--- src/rtl/muldiv_pkg.sv ---
// muldiv_pkg: shared encodings for the multi-cycle multiply/divide unit.
// Holds the op codes, FSM states and small op-decode helpers.
package muldiv_pkg;

    typedef enum logic [1:0] {
        OP_MULT  = 2'b00,
        OP_MULTU = 2'b01,
        OP_DIV   = 2'b10,
        OP_DIVU  = 2'b11
    } op_e;

    typedef enum logic [1:0] {
        ST_IDLE  = 2'b00,
        ST_RUN   = 2'b01,
        ST_FIXUP = 2'b10
    } state_e;

    function automatic logic op_is_div(input logic [1:0] o);
        return o[1];
    endfunction

    function automatic logic op_is_signed(input logic [1:0] o);
        return ~o[0];
    endfunction

endpackage

--- src/rtl/muldiv_unit_divide_step.sv ---
// divide_step: one combinational restoring-division step.
// Shifts the next dividend bit into the remainder and subtracts if it fits.
module divide_step
    import muldiv_pkg::*;
#(
    parameter int WIDTH = 32
) (
    input  logic [WIDTH-1:0] rem_i,
    input  logic [WIDTH-1:0] div_i,
    input  logic             bit_i,
    output logic [WIDTH-1:0] rem_o,
    output logic             q_o
);

    logic [WIDTH:0] trial;
    logic [WIDTH:0] diff;

    // Trial subtract; the top bit of diff is the borrow while rem_i < div_i.
    always_comb begin
        trial = {rem_i, bit_i};
        diff  = trial - {1'b0, div_i};
        q_o   = ~diff[WIDTH];
        rem_o = q_o ? diff[WIDTH-1:0] : trial[WIDTH-1:0];
    end

endmodule

--- src/rtl/muldiv_unit.sv ---
// muldiv_unit: iterative multiply/divide owning the HI/LO pair.
// Define MULDIV_MULT_EN to build the MULT/MULTU shift-add datapath.
module muldiv_unit
    import muldiv_pkg::*;
#(
    parameter int WIDTH = 32
) (
    input  logic             clock,
    input  logic             reset_n,
    input  logic             start,
    input  logic [1:0]       op,
    input  logic [WIDTH-1:0] operand_a,
    input  logic [WIDTH-1:0] operand_b,
    input  logic             flush,
    output logic             busy,
    output logic             done,
    output logic [WIDTH-1:0] hi,
    output logic [WIDTH-1:0] lo,
    output logic             div_by_zero
);

    localparam int CW = $clog2(WIDTH + 1);
    localparam logic [CW-1:0] LAST = CW'(WIDTH - 1);

    state_e           state_q, state_d;
    logic [CW-1:0]    cnt_q, cnt_d;
    logic             div_q, div_d;
    logic             qneg_q, qneg_d;
    logic             rneg_q, rneg_d;
    logic [WIDTH-1:0] acc_q, acc_d;
    logic [WIDTH-1:0] quo_q, quo_d;
    logic [WIDTH-1:0] dvs_q, dvs_d;
    logic [WIDTH-1:0] hi_q, hi_d;
    logic [WIDTH-1:0] lo_q, lo_d;
    logic             done_q, done_d;
    logic             dbz_q, dbz_d;

    logic             op_ok;
    logic             accept;
    logic             sa, sb;
    logic [WIDTH-1:0] abs_a, abs_b;
    logic [WIDTH-1:0] step_rem;
    logic             step_q;
    logic [WIDTH-1:0] q_fix, r_fix;
`ifdef MULDIV_MULT_EN
    logic [WIDTH:0]     sum;
    logic [2*WIDTH-1:0] prod;
`endif

    divide_step #(.WIDTH(WIDTH)) u_step (
        .rem_i (acc_q),
        .div_i (dvs_q),
        .bit_i (quo_q[WIDTH-1]),
        .rem_o (step_rem),
        .q_o   (step_q)
    );

    // Issue decode: operand magnitudes and result signs for signed ops.
    always_comb begin
`ifdef MULDIV_MULT_EN
        op_ok = 1'b1;
`else
        op_ok = op_is_div(op);
`endif
        accept = start && !flush && (state_q == ST_IDLE) && op_ok;
        sa     = op_is_signed(op) & operand_a[WIDTH-1];
        sb     = op_is_signed(op) & operand_b[WIDTH-1];
        abs_a  = sa ? -operand_a : operand_a;
        abs_b  = sb ? -operand_b : operand_b;
        q_fix  = qneg_q ? -quo_q : quo_q;
        r_fix  = rneg_q ? -acc_q : acc_q;
    end

    // Next-state, iteration datapath and commit.
    always_comb begin
        state_d = state_q;
        cnt_d   = cnt_q;
        div_d   = div_q;
        qneg_d  = qneg_q;
        rneg_d  = rneg_q;
        acc_d   = acc_q;
        quo_d   = quo_q;
        dvs_d   = dvs_q;
        hi_d    = hi_q;
        lo_d    = lo_q;
        done_d  = 1'b0;
        dbz_d   = dbz_q;
`ifdef MULDIV_MULT_EN
        sum     = '0;
        prod    = '0;
`endif
        unique case (state_q)
            ST_IDLE: begin
                if (accept) begin
                    state_d = ST_RUN;
                    cnt_d   = '0;
                    div_d   = op_is_div(op);
                    qneg_d  = sa ^ sb;
                    rneg_d  = sa;
                    acc_d   = '0;
                    quo_d   = abs_a;
                    dvs_d   = abs_b;
                    dbz_d   = 1'b0;
                end
            end
            ST_RUN: begin
                cnt_d = cnt_q + CW'(1);
                if (div_q) begin
                    acc_d = step_rem;
                    quo_d = {quo_q[WIDTH-2:0], step_q};
                end
`ifdef MULDIV_MULT_EN
                else begin
                    sum   = {1'b0, acc_q}
                          + (quo_q[0] ? {1'b0, dvs_q} : '0);
                    acc_d = sum[WIDTH:1];
                    quo_d = {sum[0], quo_q[WIDTH-1:1]};
                end
`endif
                if (cnt_q == LAST) begin
                    state_d = ST_FIXUP;
                end
            end
            ST_FIXUP: begin
                state_d = ST_IDLE;
                done_d  = 1'b1;
                if (div_q) begin
                    // Zero divisor: remainder already equals |a|.
                    dbz_d = (dvs_q == '0);
                    hi_d  = r_fix;
                    lo_d  = (dvs_q == '0) ? '1 : q_fix;
                end
`ifdef MULDIV_MULT_EN
                else begin
                    prod = qneg_q ? -{acc_q, quo_q} : {acc_q, quo_q};
                    hi_d = prod[2*WIDTH-1:WIDTH];
                    lo_d = prod[WIDTH-1:0];
                end
`endif
            end
            default: state_d = ST_IDLE;
        endcase
        if (flush) begin
            state_d = ST_IDLE;
            hi_d    = hi_q;
            lo_d    = lo_q;
            done_d  = 1'b0;
            dbz_d   = dbz_q;
        end
    end

    // State and datapath registers with synchronous active-low reset.
    always_ff @(posedge clock) begin
        if (!reset_n) begin
            state_q <= ST_IDLE;
            cnt_q   <= '0;
            div_q   <= 1'b0;
            qneg_q  <= 1'b0;
            rneg_q  <= 1'b0;
            acc_q   <= '0;
            quo_q   <= '0;
            dvs_q   <= '0;
            hi_q    <= '0;
            lo_q    <= '0;
            done_q  <= 1'b0;
            dbz_q   <= 1'b0;
        end else begin
            state_q <= state_d;
            cnt_q   <= cnt_d;
            div_q   <= div_d;
            qneg_q  <= qneg_d;
            rneg_q  <= rneg_d;
            acc_q   <= acc_d;
            quo_q   <= quo_d;
            dvs_q   <= dvs_d;
            hi_q    <= hi_d;
            lo_q    <= lo_d;
            done_q  <= done_d;
            dbz_q   <= dbz_d;
        end
    end

    assign busy        = (state_q != ST_IDLE);
    assign done        = done_q;
    assign hi          = hi_q;
    assign lo          = lo_q;
    assign div_by_zero = dbz_q;

endmodule
--- config.mk ---
export PLATFORM = sky130hd
export DESIGN_NAME = muldiv_unit
export DESIGN_NICKNAME = d
export VERILOG_FILES = /design/src/rtl/muldiv_pkg.sv /design/src/rtl/muldiv_unit_divide_step.sv /design/src/rtl/muldiv_unit.sv
export SDC_FILE = /design/constraint.sdc
export NUM_CORES = 1
export LEC_CHECK = 0
export ABC_AREA = 1
export BUFFER_PORTS_ARGS = -buffer_cell sky130_fd_sc_hd__buf_2
export CORE_MARGIN = 2
export CORE_UTILIZATION = 55
export CTS_CLUSTER_DIAMETER = 200
export CTS_CLUSTER_SIZE = 16
export DETAILED_ROUTE_END_ITERATION = 16
export PLACE_DENSITY = 0.72
export SLEW_MARGIN = 10
export SYNTH_ARGS = -nofsm -noshare
export SYNTH_HDL_FRONTEND = slang
export SYNTH_SLANG_ARGS = --single-unit
--- constraint.sdc ---
create_clock -name clock -period 5.96 [get_ports clock]
set_input_delay 0.298 -clock clock [delete_from_list [all_inputs] [get_ports clock]]
set_output_delay 0.298 -clock clock [all_outputs]
set_load 0.02 [all_outputs]
==> summary.md <==
The flow ran to the end, and the final reports show no timing, DRC or antenna violations. Yosys mapped a number of flops with a built-in enable equal to 0. The run gives 12,900 sq um as the netlist area before placement. Among the stages of the critical path, the cell type that occurs most often is inv_2.

Required time reported for the critical path endpoint: 6.32 ns. After routing, the total negative slack on setup checks comes to 0 ns. The most used flip-flop cell after synthesis is dfxtp_1. The flop and latch count out of synthesis was 173; the async set or reset register ratio after synthesis was 0%. The final layout contains routed wiring with a total length of 39,500 um. The number of antenna diodes in the final layout is 0. Setup repair after global routing left no endpoint under its margin. For the total number of vias, the log shows 14,000. The share of the clock period used by the worst path was 54.1%. The run gives 12,100 as the number of global-route vias before repair. The min-delay analysis places its worst path in the category input pin to flop. From left edge to right edge, the die measures 157 um. The count of hold buffers inserted by post-cts repair is 0. Relative to the synthesized area, the layout overhead comes to 10.7%. IR analysis of the VDD net gives a maximum drop of 151 uV. The data arrival time of the worst path is 3.59 ns, and the placer congestion estimate is 0.983.

Post-CTS repair changed the size of 0 cells. The run gives 13,700 sq um as the post-place instance area. The clock reaches the later pin of the worst-skew pair after 0.44 ns. In the final layout, the share of cells above drive strength 1 is 9.98%.

In the final design database the tool counted 2,370 nets. The first routing iteration left 1,330 violations. For the leakage power, the log shows 7.39 nW.

The initial cell density of the core is 55.5%, and the number of maximum-capacitance constraint violations is 0. TritonCTS built the clock tree. The number of nets handed over by synthesis was 2,285. For this run, global-route usage on met2 was measured as 47.9%.

The number of buffers inserted to repair setup after CTS came out at 0. The filler cells instantiated in the layout total 2,384. Among all stages on the critical path, the largest delay is contributed by inv_2. The signal on the critical path passes through nor2_1, nand4_2, inv_2, nor2_4, buf_4, inv_2, o21ai_0, a21oi_1. Count of mapped cells out of synthesis: 2,177. In this run, CTS created clock tree buffers numbering 17. The site row count came out at 56. The routed design could run at a clock period as short as 3.22 ns. The tools report the total iterations of the first detailed-routing run as 5. Global routing consumed, on the met1 layer, 48.2% of the routing resources. Number of hold violations in the final report: 0.

In this run, distinct cell masters in the synthesized netlist total 53. After detailed routing, the average wire length per cell comes to 15.2 um. On the final layout, the worst clock skew is 0.0169 ns. The final max-slew violation count is 0, and the pin count of the biggest net entering global routing is 90. The maximum clock frequency was 0.310 GHz; the slack of the worst reg-to-reg path was 2.74 ns.

The run gives 31.9% as the total routing usage reported by global routing. In this run the number of H-tree levels came out at 4. STA classifies the critical path startpoint as a flop. The worst max-slew margin expressed relative to the limit came out at 44.6%. Prior to clock tree synthesis, the placed netlist has a worst setup slack of 2.77 ns.

The worst setup path is of the flop to flop kind. In this run the most used layer during global routing was met1. The worst setup path is captured at a flop.

Global routing finished with a remaining overflow of 0. The area of the die is 24,700 sq um. The maximum count of clock buffers along a single path is 2, and the largest stage delay on the critical path is 0.80 ns.

The vias per cell came out at 5.42. The library cells used most frequently in the layout, excluding fill and tap cells, are nand2_1 (571), inv_1 (340), nor2_1 (214). The buffer cell driving the clock tree root was clkbuf_16. Setup violations remaining at the end of the flow were counted as 0. Overall die height: 157 um.

Leading cell type in the layout, fill and taps excluded: nand2_1. In this run the power density over the cells is 201 nW/um^2. The count of unresolved DRC violations after routing was 0; the post-synthesis sequential area ratio was 26.8%. For this design, the sink count on the clock tree is 173. The maximum fanout along the worst path came out at 52. Across all setup checks in the final design, the least slack found is 2.74 ns. With fillers left out, the area of the finished cells amounts to 14,300 sq um. Clock-pin slew was measured on the worst setup and hold paths at 0.07 ns. In this run the mean area of a mapped cell was 5.93 sq um. Port buffering added 136 buffers. The number of antenna violations at the first check in global routing was 0. For this run, global-route usage on met3 was measured as 3.44%. The yosys synthesis warning count was 0. For this design the top-level I/O count stands at 137. Detailed placement finished with a half-perimeter wire length of 30,700 um. The measured slew at the worst slew-check pin was 0.831 ns; the placeable core area was 23,300 sq um.

The detail route stage leaves a number of antenna-violating nets equal to 0. The first global-routing pass estimated 62,700 um of wire.
==> through the flow <==
stage,hold slack [ns],util (%),power [mW],std cells
finish,0.151,61.5,2.87,2593
global placement,0.454,59.0,1.79,2562
CTS,0.142,61.5,2.87,2593
global route,0.180,61.5,3.01,2593
floorplan,0.443,-,1.63,2177
detailed placement,0.457,59.0,1.80,2562
==> critical path: cells and delay by family (launching register included) <==
| kind | cells | cell delay (ns) |
|---|---|---|
| buf+inv | 3 | 1.64 |
| compound gates | 2 | 0.38 |
| simple gates | 3 | 0.76 |
| flops | 1 | 0.33 |
==> cell usage after synthesis (25+ instances only) <==
| library cell | number | area share, % |
|---|---|---|
| nand2_1 | 571 | 17 |
| inv_1 | 340 | 9.9 |
| nor2_1 | 216 | 6.3 |
| a21oi_1 | 178 | 6.9 |
| dfxtp_1 | 173 | 27 |
| nand3_1 | 171 | 6.6 |
| o21ai_0 | 154 | 6.0 |
| clkbuf_1 | 52 | 1.5 |
| xor2_1 | 41 | 2.8 |
| ha_1 | 37 | 3.6 |
| nand4_1 | 27 | 1.3 |
| nor3_1 | 25 | 0.97 |
==> report_power, final <==
group / internal, mW / switching, mW
clock: 0.556 / 0.529
sequential: 1.18 / 0.0329
combinational: 0.178 / 0.396
total: 1.92 / 0.957
==> final cells by class <==
class | instances | area [sq um] | area share [%]
Multi-Input combinational cell | 1575 | 7790 | 54.5
Sequential cell | 173 | 3460 | 24.2
Inverter | 349 | 1310 | 9.16
Timing Repair Buffer | 146 | 756 | 5.29
Clock buffer | 17 | 425 | 2.98
Tap cell | 319 | 399 | 2.79
Clock inverter | 14 | 154 | 1.08
==> worst paths after layout <==
kind                                  end  cells after the start     startpoint
worst max-delay path            quo_q[17]                      8     state_q[0]
worst min-delay path            dvs_q[31]                      3  operand_b[31]
worst max register to register  quo_q[17]                      8     state_q[0]
worst min register to register  dvs_q[31]                      2      dvs_q[31]
==> state kept, by name (all words and copies together) (netlist names) <==
signal / flops
div_q: 1
rneg_q: 1
div_by_zero: 1
lo: 32
done: 1
qneg_q: 1
quo_q: 32
acc_q: 32
dvs_q: 32
cnt_q: 6
hi: 32
state_q: 2
==> metal layers <==
layer  up-vias  part of all wire (%)
met5         -                     0
met4         0                   2.1
met3        50                   7.5
met2       497                    43
met1      6325                    48
li1       7173                     -
==> logic make-up (layout without fill, tap and decap cells) <==
group | Yosys count | after routing | share of synthesized area [%]
DFF | 173 | 173 | 26.8
xor gates and xnor gates | 53 | 53 | 3.60
buffers and inverters | 429 | 526 | 12.9
adders and majority gates | 38 | 38 | 3.74
AOI/OAI and AO/OA | 412 | 412 | 17.6
and+or+nand+nor | 1072 | 1072 | 35.4
Note: power is estimated with default switching activity, not from simulation.
